File: src/rtl/voice_pkg.sv
// Shared types and constants for the voice allocator slice.
package voice_pkg;
  localparam int NOTE_W = 8;
  localparam logic [NOTE_W-1:0] NOTE_SILENT = 8'd0;

  typedef enum logic [1:0] {
    ST_IDLE  = 2'd0,
    ST_MATCH = 2'd1,
    ST_WRITE = 2'd2
  } state_t;
endpackage

File: src/rtl/voice_select.sv
// Combinational voice search: note hit, lowest free voice, oldest active voice.
module voice_select
  import voice_pkg::*;
#(
  parameter int NVOICES = 4,
  parameter int AGE_W   = 4,
  localparam int IDX_W  = (NVOICES > 1) ? $clog2(NVOICES) : 1
) (
  input  logic [NVOICES-1:0][NOTE_W-1:0] iNotes,
  input  logic [NVOICES-1:0]             iActive,
  input  logic [NVOICES-1:0][AGE_W-1:0]  iAges,
  input  logic [NOTE_W-1:0]              iNote,
  output logic                           oHit,
  output logic [IDX_W-1:0]               oHitIdx,
  output logic                           oFree,
  output logic [IDX_W-1:0]               oFreeIdx,
  output logic [IDX_W-1:0]               oOldIdx
);
  logic             w_found;
  logic [AGE_W-1:0] w_maxAge;

  always_comb begin
    oHit     = 1'b0;
    oHitIdx  = '0;
    oFree    = 1'b0;
    oFreeIdx = '0;
    oOldIdx  = '0;
    w_found  = 1'b0;
    w_maxAge = '0;
    // Scan downward so the lowest matching index is the one left standing.
    for (int i = NVOICES - 1; i >= 0; i--) begin
      if (iActive[i] && iNotes[i] == iNote) begin
        oHit    = 1'b1;
        oHitIdx = IDX_W'(i);
      end
      if (!iActive[i]) begin
        oFree    = 1'b1;
        oFreeIdx = IDX_W'(i);
      end
    end
    // Strict compare keeps the lowest index on equal ages.
    for (int i = 0; i < NVOICES; i++) begin
      if (iActive[i] && (!w_found || iAges[i] > w_maxAge)) begin
        w_found  = 1'b1;
        w_maxAge = iAges[i];
        oOldIdx  = IDX_W'(i);
      end
    end
  end
endmodule

File: src/rtl/voice_allocator.sv
// Key-event to tone-voice allocator: IDLE -> MATCH -> WRITE per event.
// Define VOICE_ALLOCATOR_STEAL_EN to steal the oldest voice when all are busy.
module voice_allocator
  import voice_pkg::*;
#(
  parameter int NVOICES = 4,
  parameter int AGE_W   = 4
) (
  input  logic                      iClk,
  input  logic                      iRst,
  input  logic                      iEvtValid,
  input  logic                      iEvtPress,
  input  logic [7:0]                iNote,
  output logic                      oEvtReady,
  input  logic                      iAllOff,
  output logic [8*NVOICES-1:0]      oVoiceNote,
  output logic [NVOICES-1:0]        oVoiceActive,
  output logic                      oDrop
);
  localparam int IDX_W = (NVOICES > 1) ? $clog2(NVOICES) : 1;
  localparam logic [AGE_W-1:0] AGE_MAX = '1;

  state_t                          r_state;
  logic [NVOICES-1:0][NOTE_W-1:0]  r_note;
  logic [NVOICES-1:0]              r_active;
  logic [NVOICES-1:0][AGE_W-1:0]   r_age;
  logic                            r_drop;
  logic                            r_evPress;
  logic [NOTE_W-1:0]               r_evNote;
  logic                            r_hit, r_free;
  logic [IDX_W-1:0]                r_hitIdx, r_freeIdx, r_oldIdx;

  logic                            w_hit, w_free;
  logic [IDX_W-1:0]                w_hitIdx, w_freeIdx, w_oldIdx;
  logic                            w_commit, w_release, w_drop;
  logic [IDX_W-1:0]                w_tgt;

  voice_select #(.NVOICES(NVOICES), .AGE_W(AGE_W)) u_sel (
    .iNotes  (r_note),
    .iActive (r_active),
    .iAges   (r_age),
    .iNote   (r_evNote),
    .oHit    (w_hit),
    .oHitIdx (w_hitIdx),
    .oFree   (w_free),
    .oFreeIdx(w_freeIdx),
    .oOldIdx (w_oldIdx)
  );

  // Target defaults to the oldest voice; hit and free voices take precedence.
  always_comb begin
    w_commit  = 1'b0;
    w_release = 1'b0;
    w_drop    = 1'b0;
    w_tgt     = r_oldIdx;
    if (r_state == ST_WRITE && r_evNote != NOTE_SILENT) begin
      if (!r_evPress) begin
        w_release = r_hit;
      end else if (r_hit) begin
        w_commit = 1'b1;
        w_tgt    = r_hitIdx;
      end else if (r_free) begin
        w_commit = 1'b1;
        w_tgt    = r_freeIdx;
      end else begin
`ifdef VOICE_ALLOCATOR_STEAL_EN
        w_commit = 1'b1;
`else
        w_drop   = 1'b1;
`endif
      end
    end
  end

  always_ff @(posedge iClk) begin
    if (iRst) begin
      r_state   <= ST_IDLE;
      r_note    <= '0;
      r_active  <= '0;
      r_age     <= '0;
      r_drop    <= 1'b0;
      r_evPress <= 1'b0;
      r_evNote  <= NOTE_SILENT;
      r_hit     <= 1'b0;
      r_free    <= 1'b0;
      r_hitIdx  <= '0;
      r_freeIdx <= '0;
      r_oldIdx  <= '0;
    end else if (iAllOff) begin
      r_state  <= ST_IDLE;
      r_note   <= '0;
      r_active <= '0;
      r_age    <= '0;
      r_drop   <= 1'b0;
    end else begin
      r_drop <= 1'b0;
      case (r_state)
        ST_IDLE: if (iEvtValid) begin
          r_evPress <= iEvtPress;
          r_evNote  <= iNote;
          r_state   <= ST_MATCH;
        end
        ST_MATCH: begin
          r_hit     <= w_hit;
          r_hitIdx  <= w_hitIdx;
          r_free    <= w_free;
          r_freeIdx <= w_freeIdx;
          r_oldIdx  <= w_oldIdx;
          r_state   <= ST_WRITE;
        end
        ST_WRITE: begin
          r_state <= ST_IDLE;
          r_drop  <= w_drop;
          for (int i = 0; i < NVOICES; i++) begin
            if (w_commit) begin
              if (IDX_W'(i) == w_tgt) begin
                r_note[i]   <= r_evNote;
                r_active[i] <= 1'b1;
                r_age[i]    <= '0;
              end else if (r_active[i] && r_age[i] != AGE_MAX) begin
                r_age[i] <= r_age[i] + 1'b1;
              end
            end
            if (w_release && IDX_W'(i) == r_hitIdx) begin
              r_note[i]   <= NOTE_SILENT;
              r_active[i] <= 1'b0;
            end
          end
        end
        default: r_state <= ST_IDLE;
      endcase
    end
  end

  assign oEvtReady    = (r_state == ST_IDLE) && !iRst;
  assign oVoiceNote   = r_note;
  assign oVoiceActive = r_active;
  assign oDrop        = r_drop;
endmodule
File: config.mk
export PLATFORM = sky130hd
export DESIGN_NAME = voice_allocator
export DESIGN_NICKNAME = d
export VERILOG_FILES = /design/src/rtl/voice_pkg.sv /design/src/rtl/voice_select.sv /design/src/rtl/voice_allocator.sv
export SDC_FILE = /design/constraint.sdc
export NUM_CORES = 1
export LEC_CHECK = 0
export ABC_AREA = 1
export CELL_PAD_IN_SITES_DETAIL_PLACEMENT = 2
export CELL_PAD_IN_SITES_GLOBAL_PLACEMENT = 2
export CORE_ASPECT_RATIO = 1.25
export CORE_MARGIN = 5
export CORE_UTILIZATION = 32
export CTS_CLUSTER_DIAMETER = 40
export DETAILED_ROUTE_END_ITERATION = 8
export PLACE_DENSITY_LB_ADDON = 0.08
export SLEW_MARGIN = 25
export SYNTH_ARGS = -nofsm -noshare
export SYNTH_HDL_FRONTEND = slang
export SYNTH_HIERARCHICAL = 1
export SYNTH_SLANG_ARGS = --single-unit
File: constraint.sdc
create_clock -name iClk -period 3.9 [get_ports iClk]
set_input_delay 0.585 -clock iClk [delete_from_list [all_inputs] [get_ports iClk]]
set_output_delay 0.585 -clock iClk [all_outputs]
set_load 0.01 [all_outputs]
* Word-level counts from Yosys, hierarchy flattened
Index checks and enable logic that the tools add are counted.
** Word-level totals
- Register bits after elaboration :: 72
- Latch bits :: 0
- Memory bits (writable) :: 0
- Bits in read-only memories :: 0
- Input port bits :: 13
- Output and inout port bits :: 38
- Logic and storage cells :: 171
- Memories kept :: 0
** Operators by class
- Add/sub/neg operators :: 4
- $mul :: 0
- Div/mod/pow operators :: 0
- Magnitude comparators :: 3
- Equality and inequality tests :: 17
- Shift operators :: 0
- Mux-type cells :: 70
- Bitwise operators :: 4
- Reduce and logical (&&, ||, !) cells :: 52
** Operator list (count)
- $mux W8 :: 12
- $mux W4 :: 11
- $eq A8 B8 Y1 :: 4
- $mux W1 :: 31
- $mux W2 :: 15
- $reduce_and A3 Y1 :: 9
- $reduce_bool A2 Y1 :: 12
- $logic_and A1 B1 Y1 :: 17
- $add A4 B1 Y4 const B :: 4
- $ne A4 B4 Y1 const B :: 4
- $gt A4 B4 Y1 :: 3
- $eq A2 B2 Y1 const A :: 4
- $reduce_bool A8 Y1 :: 1
- $logic_not A2 Y1 :: 3
- $reduce_or A6 Y1 :: 1
- $eq A1 B2 Y1 const A :: 2
- $logic_not A1 Y1 :: 4
- $not A1 Y1 :: 4
- $pmux W2 S2 :: 1
- $logic_or A1 B1 Y1 :: 3
- $eq A2 B1 Y1 const B :: 1
- $eq A2 B2 Y1 const B :: 1
- $ne A2 B2 Y1 const B :: 1
- $reduce_and A2 Y1 :: 1
- $reduce_or A2 Y1 :: 1

* Logic depth before layout (Yosys ltp)
- Depth after elaboration :: 13
- Depth in mapped cells :: 33
- Depth with buffers taken out :: 33

* Hierarchy
The synthesis kept the hierarchy.
** Modules (own cells, without submodules)
- voice_allocator :: instances 1, cells an instance 416, area an instance 3249.4 um^2
- voice_select :: instances 1, cells an instance 201, area an instance 1044.8 um^2

* Worst setup path before layout
Ideal clock, no wire load.
- Path type :: register to register
- Start :: register r_active[0] (netlist: oVoiceActive[0])
- End :: register r_oldIdx[0]
- Setup time :: 0.138 ns
- Data arrival time :: 3.357 ns
- Data required time :: 3.762 ns
- Path slack :: 0.406 ns
- Cell stages (with the launch flop) :: 30
- Clock period less this slack :: 3.494 ns
- Path through :: dfxtp_1 -> nand2_1 -> ha_1 -> nand2_1 -> inv_1 -> nand2_1 -> nand2_1 -> nand2_1 -> nand2_1 -> nand2_1 -> nand2_1 -> and2_1 -> ha_1 -> nand2_1 -> o21bai_1 -> nand2_1 -> nand2_1 -> nand2_1 -> nand2_1 -> nand3_1 -> nand2_1 -> ha_1 -> a21oi_1 -> o21ai_0 -> o21ai_0 -> o21ai_0 -> nand2_1 -> o21ai_0 -> nor2_1 -> a211oi_1
** On the way
- Word-level cells in the longest chain between the ends :: 13
- Elaborated cells between the ends (all ways) :: 21
** RTL lines
- from (decl) :: RTL line voice_allocator.sv:25 : logic [NVOICES-1:0] r_active;
- from (signal assigned) :: RTL line voice_allocator.sv:79 : r_active <= '0;
- from (signal assigned) :: RTL line voice_allocator.sv:92 : r_active <= '0;
- from (signal, indexed assignment) :: RTL line voice_allocator.sv:118 : r_active[i] <= 1'b1;
- $mux W4 / $mux W1 (equally long branches) :: RTL line voice_select.sv:43 : if (iActive[i] && (!w_found || iAges[i] > w_maxAge)) begin
- $gt A4 B4 Y1 / $logic_not A1 Y1 (equally long branches) :: RTL line voice_select.sv:43
- $logic_or A1 B1 Y1 :: RTL line voice_select.sv:43
- $logic_and A1 B1 Y1 :: RTL line voice_select.sv:43
- $mux W4 / $mux W1 (equally long branches) :: RTL line voice_select.sv:43
- $gt A4 B4 Y1 / $logic_not A1 Y1 (equally long branches) :: RTL line voice_select.sv:43
- $logic_or A1 B1 Y1 :: RTL line voice_select.sv:43
- $logic_and A1 B1 Y1 :: RTL line voice_select.sv:43
- $mux W4 / $mux W1 (equally long branches) :: RTL line voice_select.sv:43
- $gt A4 B4 Y1 / $logic_not A1 Y1 (equally long branches) :: RTL line voice_select.sv:43
- $logic_or A1 B1 Y1 :: RTL line voice_select.sv:43
- $logic_and A1 B1 Y1 :: RTL line voice_select.sv:43
- $mux W2 * :: RTL line voice_select.sv:43
- named net w_oldIdx[0] :: RTL line voice_allocator.sv:34 : logic [IDX_W-1:0] w_hitIdx, w_freeIdx, w_oldIdx;
- to (signal assigned) :: RTL line voice_allocator.sv:108 : r_oldIdx <= w_oldIdx;
- to (decl) :: RTL line voice_allocator.sv:31 : logic [IDX_W-1:0] r_hitIdx, r_freeIdx, r_oldIdx;
The timed path passes the listed nets; every way through them passes the cells marked *.
A chain may end at the register's enable or synchronous reset.

* Worst setup path after layout
Same ends and word-level chain as after synthesis.

==> run metrics <==
Mapped Area=roughly 4300 um2; Final setup violation count=0; ys async rst share=0%; total CTS buffers=9; smallest setup slack after layout=a little under 300 ps; Hold Crit Class=register to register; Finished Layout Cells=850; syn_area_per_cell=6.96 um2; fill cell count=approximately 1600; post-route ant nets=0; hold_ws=between 400 and 500 ps; Post-synth EDFFs=0; most frequent cell after synthesis=nand2_1; Post-synth top flop=dfxtp_1; vias per inst=about 5; cell repeated most along the worst path=nand2_1; global-route wire length before repair=25300 um; total grt overflow=0; syn_nets=around 650; clock period minus worst slack=about 3600 ps; core area=between 10000 and 15000 um2; Slew @ Worst Pin=roughly 720 ps; clock share of power=48.1%; H-tree Lvls=3; outcome=finished clean; PortBufs=50; NetSw=between 0.4 and 0.5 mW; headroom to the max-slew limit=roughly half; CTS tree=built; Yosys top cell area share=33.6%; CP Capture Type=register; Setup Skew=slightly below 8 ps; Cell Rows=47; Synth Register Bits=72; final net count=approximately 700; Die Wd=between 100 and 150 um; Max Slew Vio Count=0; sequential cell area fraction in the yosys report=between 30% and 40%; layout cell share with drive strength beyond 1=between 10% and 20%; HPWL Detailed=approximately 12000 um; IO Pins=slightly above 50; Max Cap Violations=0; Area Growth Syn to Fin=28.1%; overall power=approximately 1.7 mW; Synth Instances=approximately 620; DRT Pass-1 Iters=4; largest net degree at the start of global routing=41; Max rail drop VDD=around 0.17 mV; multi-input logic area=roughly 2700 um2; Avg WL per Cell=around 19 um; via count=4372; Cells after DPL=roughly 830; Die Span Y=approximately 140 um; Initial Util=32.5%; Worst path max stage delay=between 300 and 400 ps; part of the power in combinational logic=roughly 6.7%; Commonest cells post-synth=nand2_1, nand3_1, dfxtp_1, a21oi_1, inv_1; DR DRC count=0; Critical Path AT=~3800 ps; Design Area, Final=between 5000 and 6000 um2; Synth cell types=40; initial detailed-routing violation count=99; initial antenna violation count=0; Ant. Diodes=0; Clock Tree Root=clkbuf_16; clock slew at reported path FFs=about 60 ps; clk sinks=between 70 and 80; Final Routed Wirelength=between 15000 and 20000 um; Flop pwr share=between 40% and 50%; Synth Warn #=6; die area=approximately 16000 um2; largest fanout on the critical path=6; Fin. Hold Viols=0; Sw Ratio=about a quarter; Setup TNS=0 ps; internal power=roughly 1.3 mW; clk_lat worst skew=330 ps; gp weighted congestion=just over 0.8; Max Fclk=about 280 MHz; Final Cycle Share=92.4%; LEAKAGE=2.16 nW; area leader, netlist=dfxtp_1; vias in the first global route=~4900; Util after Layout=between 40% and 50%; CTS Hold Buffers Added=0; Max clock buf depth=2; critical path class=register to register; worst slack at placement=-86.6 ps; CP Launch Type=register; pwr/cell area=~300 nW/um2; GRT Overall Usage=~20%; Worst EP required=between 4000 and 5000 ps; synth top area cells=dfxtp_1, nand2_1, nand3_1, a21oi_1, inv_1; Slowest-stage cell, CP=dfxtp_4; area taken by flip-flops and latches=1450 um2; placed cell areas=~5000 um2
## final cells by class
type,count,area share [%]
Clock buffer,12,4.30
Inverter,73,5.10
Clock inverter,4,0.819
Sequential cell,72,26.4
Timing Repair Buffer,61,10.8
Multi-Input combinational cell,457,48.6
Tap cell,171,3.89
## cell usage in the layout (no fill, tap or decap), types with 3 or more instances in the layout
cell type	n
a211oi_1	8
a21oi_1	57
buf_4	10
clkbuf_1	3
clkbuf_16	9
clkdlybuf4s50_1	50
clkinv_2	4
dfxtp_1	66
dfxtp_2	4
ha_1	9
ha_4	7
inv_1	58
inv_2	12
nand2_1	135
nand2_2	23
nand2_4	5
nand3_1	68
nand3_2	9
nand3_4	5
nand3b_1	5
nand4_1	12
nor2_1	49
nor2_2	3
nor3_1	3
o21ai_0	9
o21ai_1	5
xnor2_1	11
xor2_1	11
## registers in the layout (all words and copies together) (netlist names)
name	flops
r_evPress	1
r_evNote	8
oVoiceNote	32
r_freeIdx	2
oVoiceActive	4
r_state	2
r_oldIdx	2
r_hit	1
r_hitIdx	2
r_age	16
r_free	1
oDrop	1
## timing repair
action | 4_1_cts | 5_1_grt
pin swaps | 0 | 15
buffers inserted | 0 | 1
setup endpoints to repair | 2 | 2
resized for setup | 5 | 46
cloned | 0 | 0
## per-layer routing
layer	up-vias	track usage (%)	routed length, um
met5	-	0	0
met4	0	5.57	210
met3	15	2.48	250
met2	47	38.4	8710
met1	2177	22.7	6570
li1	2133	-	-
## critical path, delay by kind of cell (launching register included)
family,cells,cell delay [ps]
buf+inv,2,90
fa+ha+maj,3,780
flops,1,390
simple gates,17,1520
compound gates,7,690
## power groups by stage
stage	registers, mW	logic, mW	clock network [mW]
floorplan	0.771	0.0715	0
global placement	0.777	0.109	0
detailed placement	0.778	0.112	0
CTS	0.761	0.114	0.830
global route	0.761	0.123	0.861
finish	0.760	0.112	0.809
## worst paths after layout
check	start	end	depth (start not counted)	slack, ps
worst max-delay path	oVoiceActive[0]	r_oldIdx[0]	29	300
worst min-delay path	r_freeIdx[1]	r_freeIdx[1]	2	460
worst max register to register	oVoiceActive[0]	r_oldIdx[0]	29	300
worst min register to register	r_freeIdx[1]	r_freeIdx[1]	2	460
## logic make-up (layout without fill, tap and decap cells)
kind of cell | after synthesis | in the layout | share of synthesized area, %
compound gates | 89 | 89 | 11.5
simple gates | 330 | 330 | 36.9
fa+ha+maj | 16 | 16 | 4.66
flops | 72 | 72 | 33.6
buf+inv | 88 | 150 | 8.89
xor+xnor | 22 | 22 | 4.49
Power figures use the tool's default switching activity.
